==> src/rtl/alu_iter_if.sv <==
// Request/response bundle between the execute-stage sequencer and the iterative ALU.
interface alu_iter_if;
   logic        start;
   logic [15:0] InA;
   logic [15:0] InB;
   logic        Cin;
   logic [2:0]  Op;
   logic        invA;
   logic        invB;
   logic        sign;
   logic        busy;
   logic        done;
   logic [15:0] Out;
   logic        Ofl;
   logic        Zero;

   modport master (
      output start, InA, InB, Cin, Op, invA, invB, sign,
      input  busy, done, Out, Ofl, Zero
   );

   modport slave (
      input  start, InA, InB, Cin, Op, invA, invB, sign,
      output busy, done, Out, Ofl, Zero
   );
endinterface

==> src/rtl/alu_iter.sv <==
// Multi-cycle 16-bit ALU: single-cycle add/logic ops, shifts and rotates
// advance one bit position per clock.
module alu_iter (
   input  logic       clk,
   input  logic       rst,
   alu_iter_if.slave  bus
);
   typedef enum logic [0:0] {ST_IDLE = 1'b0, ST_SHIFT = 1'b1} state_t;

   state_t      state_q, state_d;
   logic [15:0] work_q, work_d;
   logic [3:0]  cnt_q, cnt_d;
   logic [1:0]  op_q, op_d;
   logic [15:0] out_q, out_d;
   logic        ofl_q, ofl_d;
   logic        zero_q, zero_d;
   logic        done_q, done_d;
   logic        busy_q, busy_d;

   logic [15:0] eff_a_s, eff_b_s;
   logic [3:0]  k_s;
   logic [16:0] alu_res_s;

   // Result {ofl, value} of the single-cycle group, selected by Op[1:0].
   function automatic logic [16:0] alu_op(input logic [1:0] op, input logic [15:0] a,
                                          input logic [15:0] b, input logic cin,
                                          input logic sgn);
      logic [16:0] sum;
      logic        ofl;
      sum = {1'b0, a} + {1'b0, b} + {16'h0000, cin};
      ofl = sgn ? (sum[16] ^ sum[15] ^ a[15] ^ b[15]) : sum[16];
      case (op)
         2'b00:   alu_op = {ofl, sum[15:0]};
         2'b01:   alu_op = {1'b0, a & b};
         2'b10:   alu_op = {1'b0, a | b};
         2'b11:   alu_op = {1'b0, a ^ b};
         default: alu_op = 17'h00000;
      endcase
   endfunction

   // One-position step of the shift group: rotl, shl, sra, srl.
   function automatic logic [15:0] shift1(input logic [1:0] op, input logic [15:0] v);
      case (op)
         2'b00:   shift1 = {v[14:0], v[15]};
         2'b01:   shift1 = {v[14:0], 1'b0};
         2'b10:   shift1 = {v[15], v[15:1]};
         2'b11:   shift1 = {1'b0, v[15:1]};
         default: shift1 = v;
      endcase
   endfunction

   assign eff_a_s   = bus.invA ? ~bus.InA : bus.InA;
   assign eff_b_s   = bus.invB ? ~bus.InB : bus.InB;
   assign k_s       = eff_b_s[3:0];
   assign alu_res_s = alu_op(bus.Op[1:0], eff_a_s, eff_b_s, bus.Cin, bus.sign);

   // State and datapath registers with synchronous reset.
   always_ff @(posedge clk) begin
      if (rst) begin
         state_q <= ST_IDLE;
         work_q  <= 16'h0000;
         cnt_q   <= 4'd0;
         op_q    <= 2'b00;
         out_q   <= 16'h0000;
         ofl_q   <= 1'b0;
         zero_q  <= 1'b1;
         done_q  <= 1'b0;
         busy_q  <= 1'b0;
      end else begin
         state_q <= state_d;
         work_q  <= work_d;
         cnt_q   <= cnt_d;
         op_q    <= op_d;
         out_q   <= out_d;
         ofl_q   <= ofl_d;
         zero_q  <= zero_d;
         done_q  <= done_d;
         busy_q  <= busy_d;
      end
   end

   // Next-state decode.
   always_comb begin
      state_d = state_q;
      case (state_q)
         ST_IDLE: begin
            if (bus.start && !bus.Op[2] && (k_s != 4'd0)) begin
               state_d = ST_SHIFT;
            end else begin
               state_d = ST_IDLE;
            end
         end
         ST_SHIFT: begin
            if (cnt_q == 4'd1) begin
               state_d = ST_IDLE;
            end else begin
               state_d = ST_SHIFT;
            end
         end
         default: state_d = ST_IDLE;
      endcase
   end

   // Datapath and output next values; results hold until the next completion.
   always_comb begin
      work_d = work_q;
      cnt_d  = cnt_q;
      op_d   = op_q;
      out_d  = out_q;
      ofl_d  = ofl_q;
      done_d = 1'b0;
      case (state_q)
         ST_IDLE: begin
            if (bus.start) begin
               if (bus.Op[2]) begin
                  out_d  = alu_res_s[15:0];
                  ofl_d  = alu_res_s[16];
                  done_d = 1'b1;
               end else if (k_s == 4'd0) begin
                  out_d  = eff_a_s;
                  ofl_d  = 1'b0;
                  done_d = 1'b1;
               end else begin
                  work_d = eff_a_s;
                  cnt_d  = k_s;
                  op_d   = bus.Op[1:0];
               end
            end else begin
               done_d = 1'b0;
            end
         end
         ST_SHIFT: begin
            work_d = shift1(op_q, work_q);
            cnt_d  = cnt_q - 4'd1;
            if (cnt_q == 4'd1) begin
               out_d  = work_d;
               ofl_d  = 1'b0;
               done_d = 1'b1;
            end else begin
               done_d = 1'b0;
            end
         end
         default: begin
            cnt_d  = 4'd0;
            done_d = 1'b0;
         end
      endcase
      zero_d = (out_d == 16'h0000);
      busy_d = (state_d == ST_SHIFT);
   end

   assign bus.Out  = out_q;
   assign bus.Ofl  = ofl_q;
   assign bus.Zero = zero_q;
   assign bus.done = done_q;
   assign bus.busy = busy_q;
endmodule

==> src/flat_wrapper.sv <==
// flat-port wrapper written by rule: the top's interface ports become plain ports
module alu_iter_flat 
  (clk, rst, bus_start, bus_InA, bus_InB, bus_Cin, bus_Op, bus_invA, bus_invB, bus_sign, bus_busy, bus_done, bus_Out, bus_Ofl, bus_Zero);
  alu_iter_if bus_i ();
  input  logic clk;
  input  logic rst;
  input wire logic [$bits(bus_i.start)-1:0] bus_start;
  input wire logic [$bits(bus_i.InA)-1:0] bus_InA;
  input wire logic [$bits(bus_i.InB)-1:0] bus_InB;
  input wire logic [$bits(bus_i.Cin)-1:0] bus_Cin;
  input wire logic [$bits(bus_i.Op)-1:0] bus_Op;
  input wire logic [$bits(bus_i.invA)-1:0] bus_invA;
  input wire logic [$bits(bus_i.invB)-1:0] bus_invB;
  input wire logic [$bits(bus_i.sign)-1:0] bus_sign;
  output wire logic [$bits(bus_i.busy)-1:0] bus_busy;
  output wire logic [$bits(bus_i.done)-1:0] bus_done;
  output wire logic [$bits(bus_i.Out)-1:0] bus_Out;
  output wire logic [$bits(bus_i.Ofl)-1:0] bus_Ofl;
  output wire logic [$bits(bus_i.Zero)-1:0] bus_Zero;
  assign bus_i.start = bus_start;
  assign bus_i.InA = bus_InA;
  assign bus_i.InB = bus_InB;
  assign bus_i.Cin = bus_Cin;
  assign bus_i.Op = bus_Op;
  assign bus_i.invA = bus_invA;
  assign bus_i.invB = bus_invB;
  assign bus_i.sign = bus_sign;
  assign bus_busy = bus_i.busy;
  assign bus_done = bus_i.done;
  assign bus_Out = bus_i.Out;
  assign bus_Ofl = bus_i.Ofl;
  assign bus_Zero = bus_i.Zero;
  alu_iter u_core (.clk(clk), .rst(rst), .bus(bus_i));
endmodule
==> config.mk <==
export PLATFORM = sky130hd
export DESIGN_NAME = alu_iter_flat
export DESIGN_NICKNAME = d
export VERILOG_FILES = /design/src/rtl/alu_iter_if.sv /design/src/rtl/alu_iter.sv /design/src/flat_wrapper.sv
export SDC_FILE = /design/constraint.sdc
export NUM_CORES = 1
export LEC_CHECK = 0
export BUFFER_PORTS_ARGS = -buffer_cell sky130_fd_sc_hd__buf_2
export CAP_MARGIN = 10
export CORE_UTILIZATION = 59
export DETAILED_ROUTE_END_ITERATION = 10
export GPL_TIMING_DRIVEN = 0
export HOLD_SLACK_MARGIN = 0.15
export PLACE_DENSITY_LB_ADDON = 0.3
export SKIP_CTS_REPAIR_TIMING = 1
export SYNTH_ARGS = -nofsm -noshare
export SYNTH_HDL_FRONTEND = slang
export SYNTH_SLANG_ARGS = --single-unit
export TNS_END_PERCENT = 5
==> constraint.sdc <==
create_clock -name clk -period 4.1 [get_ports clk]
set_input_delay 0.41 -clock clk [delete_from_list [all_inputs] [get_ports clk]]
set_output_delay 0.41 -clock clk [all_outputs]
set_load 0.01 [all_outputs]
* After elaboration in Yosys (flattened, before gate mapping) *
Index checks and enable logic that the tools add are counted.
W data, S select, Z words.

word-level totals
  bits in registers = 42
  input bits = 42
  word-level logic and storage cells = 76

operators by class
  $add $sub $neg = 3
  eq/ne operators = 12
  muxes and demuxes = 31
  bitwise logic cells = 11
  reductions and logical operators = 11

operators with widths
  cell                  count
  $mux W16              9
  $pmux W17 S4          1
  $pmux W16 S2          2
  $pmux W16 S4          1
  $not A16 Y16          2
  $add A16 B16 Y17      1
  $add A17 B1 Y17       1
  $and A16 B16 Y16      1
  $logic_not A16 Y1     1
  $or A16 B16 Y16       1
  $xor A16 B16 Y16      1
  $mux W4               3
  $mux W1               11
  $eq A2 B2 Y1 const B  4
  $ne A2 B2 Y1 const B  4
  $pmux W4 S2           1
  $pmux W1 S2           3
  $reduce_and A3 Y1     2
  $eq A2 B1 Y1 const B  2
  $eq A4 B1 Y1 const B  1
  $logic_not A2 Y1      2
  $logic_not A4 Y1      1
  $reduce_and A4 Y1     1
  $reduce_bool A4 Y1    1
  6 further kinds       11

* Longest topological paths before layout *
  word-level depth = 13
  gate-level depth with buffers = 15
  gate-level depth less buffers = 13

* Worst setup path before layout *
OpenSTA, ideal clock, no wires.

  path type = input to register
  start = in bus_invA
  end = reg u_core.zero_q, in the netlist u_core.bus.Zero
  library setup time = 96 ps
  arrival = 3358 ps
  required time = 4004 ps
  setup slack = 646 ps
  cell stages on the path = 15
  buffers on the path = 3
  cells stage by stage = buf_4 buf_1 xnor2_1 inv_1 ha_1 clkbuf_1 a21oi_1 o22ai_1 a211oi_1 or2_2 o21a_1 xnor2_1 a21oi_1 o21ai_0 o41ai_2

between the ends
  cells in the longest elaborated chain, start to end = 8
  elaborated cells between the ends (all ways) = 12
  those cells by class = 2 x add/sub; 6 x mux; 3 x bitwise; 1 x reduce/logical

ends and longest elaborated chain
  what                    line                text
  start: declaration      flat_wrapper.sv:12  input wire logic [$bits(bus_i.invA)-1:0] bus_invA;
  $mux W16 *              alu_iter.sv:52      assign eff_a_s = bus.invA ? ~bus.InA : bus.InA;
  $add A16 B16 Y17        alu_iter.sv:30      sum = {1'b0, a} + {1'b0, b} + {16'h0000, cin};
  $add A17 B1 Y17         alu_iter.sv:30
  $pmux W17 S4            alu_iter.sv:32      case (op)
  $mux W16 *              alu_iter.sv:115     if (bus.Op[2]) begin
  $mux W16 *              alu_iter.sv:114     if (bus.start) begin
  $pmux W16 S2 *          alu_iter.sv:112     case (state_q)
  $logic_not A16 Y1 *     alu_iter.sv:148     zero_d = (out_d == 16'h0000);
  end signal: assignment  alu_iter.sv:76      zero_q <= zero_d;
  end: declaration        alu_iter.sv:16      logic zero_q, zero_d;

Every way passes the cells marked *; elsewhere a longest branch is shown, timed or not.
A chain may end at the register's enable or synchronous reset.

* Final worst setup path *
Same ends and word-level chain as after synthesis.

==> impl_metrics.xml <==
<?xml version="1.0" encoding="UTF-8"?>
<metrics>
  <group name="run_status">
    <metric name="run_status" unit="">finished, final reports clean</metric>
  </group>
  <group name="hold_path">
    <metric name="hold_start" unit="">rst</metric>
    <metric name="timing.hold.worst_endpoint" unit="">u_core.bus.Ofl</metric>
    <metric name="whs_path_depth" unit="">3</metric>
    <metric name="hp-class" unit="">in -&gt; reg</metric>
  </group>
  <group name="synthesis">
    <metric name="ys_warn_count" unit="">0</metric>
    <metric name="synth_area" unit="um2">4280</metric>
    <metric name="synthDistinctLibCells" unit="">68</metric>
    <metric name="synth_area_per_cell" unit="um2">8.04</metric>
    <metric name="postSynth.topFlopCell" unit="">sky130_fd_sc_hd__dfxtp_1</metric>
    <metric name="cell_count_after_synthesis" unit="">532</metric>
    <metric name="synth_edf_count" unit="">0</metric>
    <metric name="postSynthNetCount" unit="">608</metric>
    <metric name="async_reset_ff_frac" unit="">0</metric>
    <metric name="synth.ff_latch_count" unit="">42</metric>
    <metric name="synth-seq-area-share" unit="">0.197</metric>
  </group>
  <group name="global_route">
    <metric name="gr-total-overflow" unit="">0</metric>
    <metric name="grt_busiest_layer" unit="">met2</metric>
    <metric name="antenna_violations_before_repair" unit="">0</metric>
    <metric name="gr-usage-met3" unit="">0.0455</metric>
    <metric name="global_route_wire_length_before_repair" unit="um">20600</metric>
    <metric name="grt_pass1_vias" unit="">4190</metric>
    <metric name="use_met1" unit="">0.451</metric>
    <metric name="gr-usage-met2" unit="">0.586</metric>
    <metric name="overall_routing_resource_usage" unit="">0.355</metric>
    <metric name="grt_start_max_net_pins" unit="">13</metric>
  </group>
  <group name="layout">
    <metric name="antenna_cells" unit="">0</metric>
    <metric name="post_layout_net_count" unit="">672</metric>
    <metric name="drive_above_1_share" unit="">0.176</metric>
    <metric name="synthToLayoutAreaGrowth" unit="%">12.0</metric>
  </group>
  <group name="clocking">
    <metric name="cts_tree" unit="">yes</metric>
    <metric name="cts_max_path_buffers" unit="">2</metric>
    <metric name="cts_made_buffers" unit="">5</metric>
    <metric name="cts_num_sinks" unit="">42</metric>
    <metric name="source_to_sink_clock_delay_at_the_later_pin_of_the_worst_skew_pair" unit="ns">0.31</metric>
    <metric name="clkTransAtPathRegs" unit="ns">0.08</metric>
    <metric name="ctsHtreeMaxLevel" unit="">2</metric>
    <metric name="cts-root-buf" unit="">sky130_fd_sc_hd__clkbuf_8</metric>
  </group>
  <group name="power_and_ir_drop">
    <metric name="pwr-share-seq" unit="">0.309</metric>
    <metric name="power_switching_share" unit="">0.399</metric>
    <metric name="power_frac_comb" unit="">0.473</metric>
    <metric name="power.share.clock" unit="">0.218</metric>
    <metric name="p_leak" unit="nW">2.11</metric>
    <metric name="power_density" unit="nW/um2">318</metric>
    <metric name="switching_power" unit="uW">608</metric>
    <metric name="cell_internal_power" unit="uW">915</metric>
    <metric name="total_power" unit="mW">1.52</metric>
    <metric name="vdd.ir_drop.worst" unit="uV">180</metric>
  </group>
  <group name="floorplanning">
    <metric name="die-area" unit="um2">7590</metric>
    <metric name="placement_rows" unit="">30</metric>
    <metric name="fp.dieW" unit="um">87.1</metric>
    <metric name="dieHeight" unit="um">87.1</metric>
    <metric name="fp.coreArea" unit="um2">6910</metric>
    <metric name="start_util" unit="">0.619</metric>
    <metric name="pin_count" unit="">62</metric>
  </group>
  <group name="placement">
    <metric name="gpl.final_weighted_congestion" unit="">0.942</metric>
    <metric name="hpwl_dp" unit="um">10400</metric>
    <metric name="port_buffers" unit="">57</metric>
  </group>
  <group name="worst_setup_path">
    <metric name="r2r_slack" unit="ns">0.89</metric>
    <metric name="critPathTopFamily" unit="">compound AO/OA/AOI/OAI gates</metric>
    <metric name="required_arrival_time_at_the_worst_endpoint" unit="ns">4.32</metric>
    <metric name="timing.rr.end" unit="">u_core.bus.Zero</metric>
    <metric name="worstPathCellList" unit="">buf_4 &gt; xor2_2 &gt; inv_2 &gt; ha_1 &gt; ha_1 &gt; a211oi_1 &gt; o21ai_1 &gt; a21boi_1 &gt; a31oi_1 &gt; a31oi_1 &gt; a211oi_1 &gt; a221oi_1 &gt; nand4_1 &gt; o41ai_2</metric>
    <metric name="cp_slowest_stage_delay" unit="ns">0.40</metric>
    <metric name="crit_arrival" unit="ns">4.06</metric>
    <metric name="start_kind" unit="">input port</metric>
    <metric name="worst_setup_path_end_kind" unit="">flip-flop</metric>
    <metric name="criticalPathCategory" unit="">in -&gt; reg</metric>
    <metric name="r2r-start" unit="">u_core.cnt_q[0]</metric>
    <metric name="path_max_fanout" unit="">16</metric>
    <metric name="worstPathBufferInverterCount" unit="">2</metric>
    <metric name="crit_slowest_cell" unit="">sky130_fd_sc_hd__xor2_2</metric>
    <metric name="reg2reg_depth" unit="">10</metric>
  </group>
  <group name="sta">
    <metric name="unrepaired_setup_endpoints_after_global_routing" unit="">false</metric>
    <metric name="setup-violations-final" unit="">0</metric>
    <metric name="worst_clock_skew" unit="ns">0.00905</metric>
    <metric name="finalCritPeriodShare" unit="">0.937</metric>
    <metric name="final_slew_viol_count" unit="">0</metric>
    <metric name="tightestPinTransition" unit="ns">0.855</metric>
    <metric name="achievable-frequency" unit="GHz">0.260</metric>
    <metric name="layout_min_cycle_time" unit="ns">3.84</metric>
    <metric name="finalHoldViolCount" unit="">0</metric>
    <metric name="fin_setup_tns" unit="ns">0</metric>
    <metric name="relSlewSlack" unit="">0.428</metric>
  </group>
  <group name="route">
    <metric name="wl_per_cell" unit="um">19.4</metric>
    <metric name="route.antenna.remaining_nets" unit="">0</metric>
    <metric name="totalWireLength" unit="um">13500</metric>
    <metric name="drt-vias-per-instance" unit="">6.67</metric>
    <metric name="drc" unit="">0</metric>
    <metric name="num_vias" unit="">4619</metric>
    <metric name="drt_first_iter_violations" unit="">612</metric>
    <metric name="drt_pre_antenna_iters" unit="">6</metric>
  </group>
  <group name="run">
    <metric name="max-cap-violations" unit="">0</metric>
  </group>
</metrics>
==> power groups by stage <==
stage	clock network, mW	registers (mW)	logic, mW
2_1_floorplan	0	0.477	0.510
3_3_place_gp	0	0.476	0.674
3_5_place_dp	0	0.477	0.694
4_1_cts	0.329	0.468	0.698
5_1_grt	0.346	0.473	0.777
6_report	0.333	0.470	0.720
==> worst max-delay path by stage <==
| stage | slack, ns | endpoint | startpoint | cells after the start |
|---|---|---|---|---|
| 2_1_floorplan | 0.65 | u_core.bus.Zero | bus_invA | 15 |
| 3_3_place_gp | -0.05 | u_core.bus.Zero | bus_invA | 12 |
| 3_5_place_dp | -0.13 | u_core.bus.Zero | bus_invA | 12 |
| 4_1_cts | 0.17 | u_core.bus.Zero | bus_invA | 12 |
| 5_1_grt | 0.07 | u_core.bus.Zero | bus_invA | 14 |
| 6_report | 0.26 | u_core.bus.Zero | bus_invA | 14 |
==> sequential cells by signal, summed over array words and instances (netlist names) <==
| register | cells |
|---|---|
| u_core.bus.Out | 16 |
| u_core.work_q | 16 |
| u_core.cnt_q | 4 |
| u_core.op_q | 2 |
| u_core.bus.Ofl | 1 |
| u_core.bus.Zero | 1 |
| u_core.bus.done | 1 |
| u_core.state_q | 1 |
==> cell families (layout without fill, tap and decap cells) <==
group                      count (synthesis)  count (layout)  share of synthesized area
xor gates and xnor gates                  42              42                     0.0927
buffers and inverters                     89             154                     0.0828
DFF                                       42              42                      0.197
and+or+nand+nor                          129             129                      0.149
AOI/OAI and AO/OA                        158             158                      0.269
adders and majority gates                 34              34                      0.101
muxes                                     38              38                      0.109
==> stage by stage <==
stage	util	hold WS [ns]	cells	instance area, um2	setup slack [ns]
floorplan	-	0.458	532	4280	0.646
global placement	0.678	0.477	685	4680	-0.0531
detailed placement	0.678	0.496	685	4680	-0.132
CTS	0.693	0.478	693	4790	0.167
global route	0.693	0.489	693	4790	0.0674
finish	0.693	0.481	693	4790	0.260
==> cell usage after synthesis (4+ instances only) <==
| master | number | area share |
|---|---|---|
| sky130_fd_sc_hd__nand3_1 | 5 | 0.0059 |
| sky130_fd_sc_hd__and2_1 | 9 | 0.013 |
| sky130_fd_sc_hd__nor2_1 | 53 | 0.047 |
| sky130_fd_sc_hd__a221oi_1 | 4 | 0.0082 |
| sky130_fd_sc_hd__buf_1 | 4 | 0.0035 |
| sky130_fd_sc_hd__xor2_1 | 27 | 0.055 |
| sky130_fd_sc_hd__a31oi_1 | 9 | 0.013 |
| sky130_fd_sc_hd__or3_1 | 4 | 0.0059 |
| sky130_fd_sc_hd__a21o_1 | 4 | 0.0070 |
| sky130_fd_sc_hd__mux2_2 | 17 | 0.045 |
| sky130_fd_sc_hd__nand2_1 | 16 | 0.014 |
| sky130_fd_sc_hd__a22oi_1 | 11 | 0.019 |
| sky130_fd_sc_hd__nor3_1 | 10 | 0.012 |
| sky130_fd_sc_hd__xnor2_1 | 12 | 0.025 |
| sky130_fd_sc_hd__mux2i_1 | 16 | 0.037 |
| sky130_fd_sc_hd__nor4_1 | 4 | 0.0059 |
| sky130_fd_sc_hd__a211oi_1 | 10 | 0.018 |
| sky130_fd_sc_hd__o211ai_1 | 4 | 0.0070 |
| sky130_fd_sc_hd__mux4_2 | 4 | 0.021 |
| sky130_fd_sc_hd__and3_1 | 4 | 0.0059 |
| sky130_fd_sc_hd__a222oi_1 | 18 | 0.042 |
| sky130_fd_sc_hd__a21oi_1 | 30 | 0.035 |
| sky130_fd_sc_hd__nor2b_1 | 5 | 0.0073 |
| sky130_fd_sc_hd__ha_1 | 33 | 0.097 |
| sky130_fd_sc_hd__inv_1 | 54 | 0.047 |
| sky130_fd_sc_hd__o21ai_0 | 22 | 0.026 |
| sky130_fd_sc_hd__nand4_1 | 6 | 0.0088 |
| sky130_fd_sc_hd__clkbuf_1 | 25 | 0.022 |
| sky130_fd_sc_hd__o31ai_1 | 4 | 0.0070 |
| sky130_fd_sc_hd__o21a_1 | 4 | 0.0070 |
| sky130_fd_sc_hd__a221o_1 | 6 | 0.014 |
| sky130_fd_sc_hd__dfxtp_1 | 42 | 0.20 |
==> routing by layer <==
layer  share of wire  vias up  wire length, um
li1                -     2086                -
met1            0.39     2092             5230
met2            0.45      374             6020
met3            0.11       67             1490
met4           0.054        0              728
met5               0        -                0
==> worst reg2reg max path: cells and delay by family (launching register included) <==
kind / cells / cell delay [ns]
DFF: 1 / 0.43
AOI/OAI and AO/OA: 4 / 1.15
buffers and inverters: 1 / 0.27
adders and majority gates: 1 / 0.20
and+or+nand+nor: 4 / 1.08
==> area by class of cell <==
| class | instances | area (um2) |
|---|---|---|
| clock inverters | 1 | 30.0 |
| multi-input cells | 401 | 3080 |
| flip-flops and latches | 42 | 841 |
| repair buffers | 58 | 290 |
| well taps | 96 | 120 |
| plain buffers | 32 | 140 |
| fillers | 626 | 2120 |
| inverters | 56 | 210 |
| clock buffers | 7 | 76.3 |
==> placed cells by master (no fill, tap or decap), types with 18 or more instances in the layout <==
cell                       Yosys  final
sky130_fd_sc_hd__a21oi_1      30     30
sky130_fd_sc_hd__a222oi_1     18     18
sky130_fd_sc_hd__buf_2         1     59
sky130_fd_sc_hd__clkbuf_1     25     27
sky130_fd_sc_hd__dfxtp_1      42     42
sky130_fd_sc_hd__ha_1         33     33
sky130_fd_sc_hd__inv_1        54     54
sky130_fd_sc_hd__nor2_1       53     53
sky130_fd_sc_hd__o21ai_0      22     22
sky130_fd_sc_hd__xor2_1       27     27
Note: power is estimated with default switching activity, not from simulation.
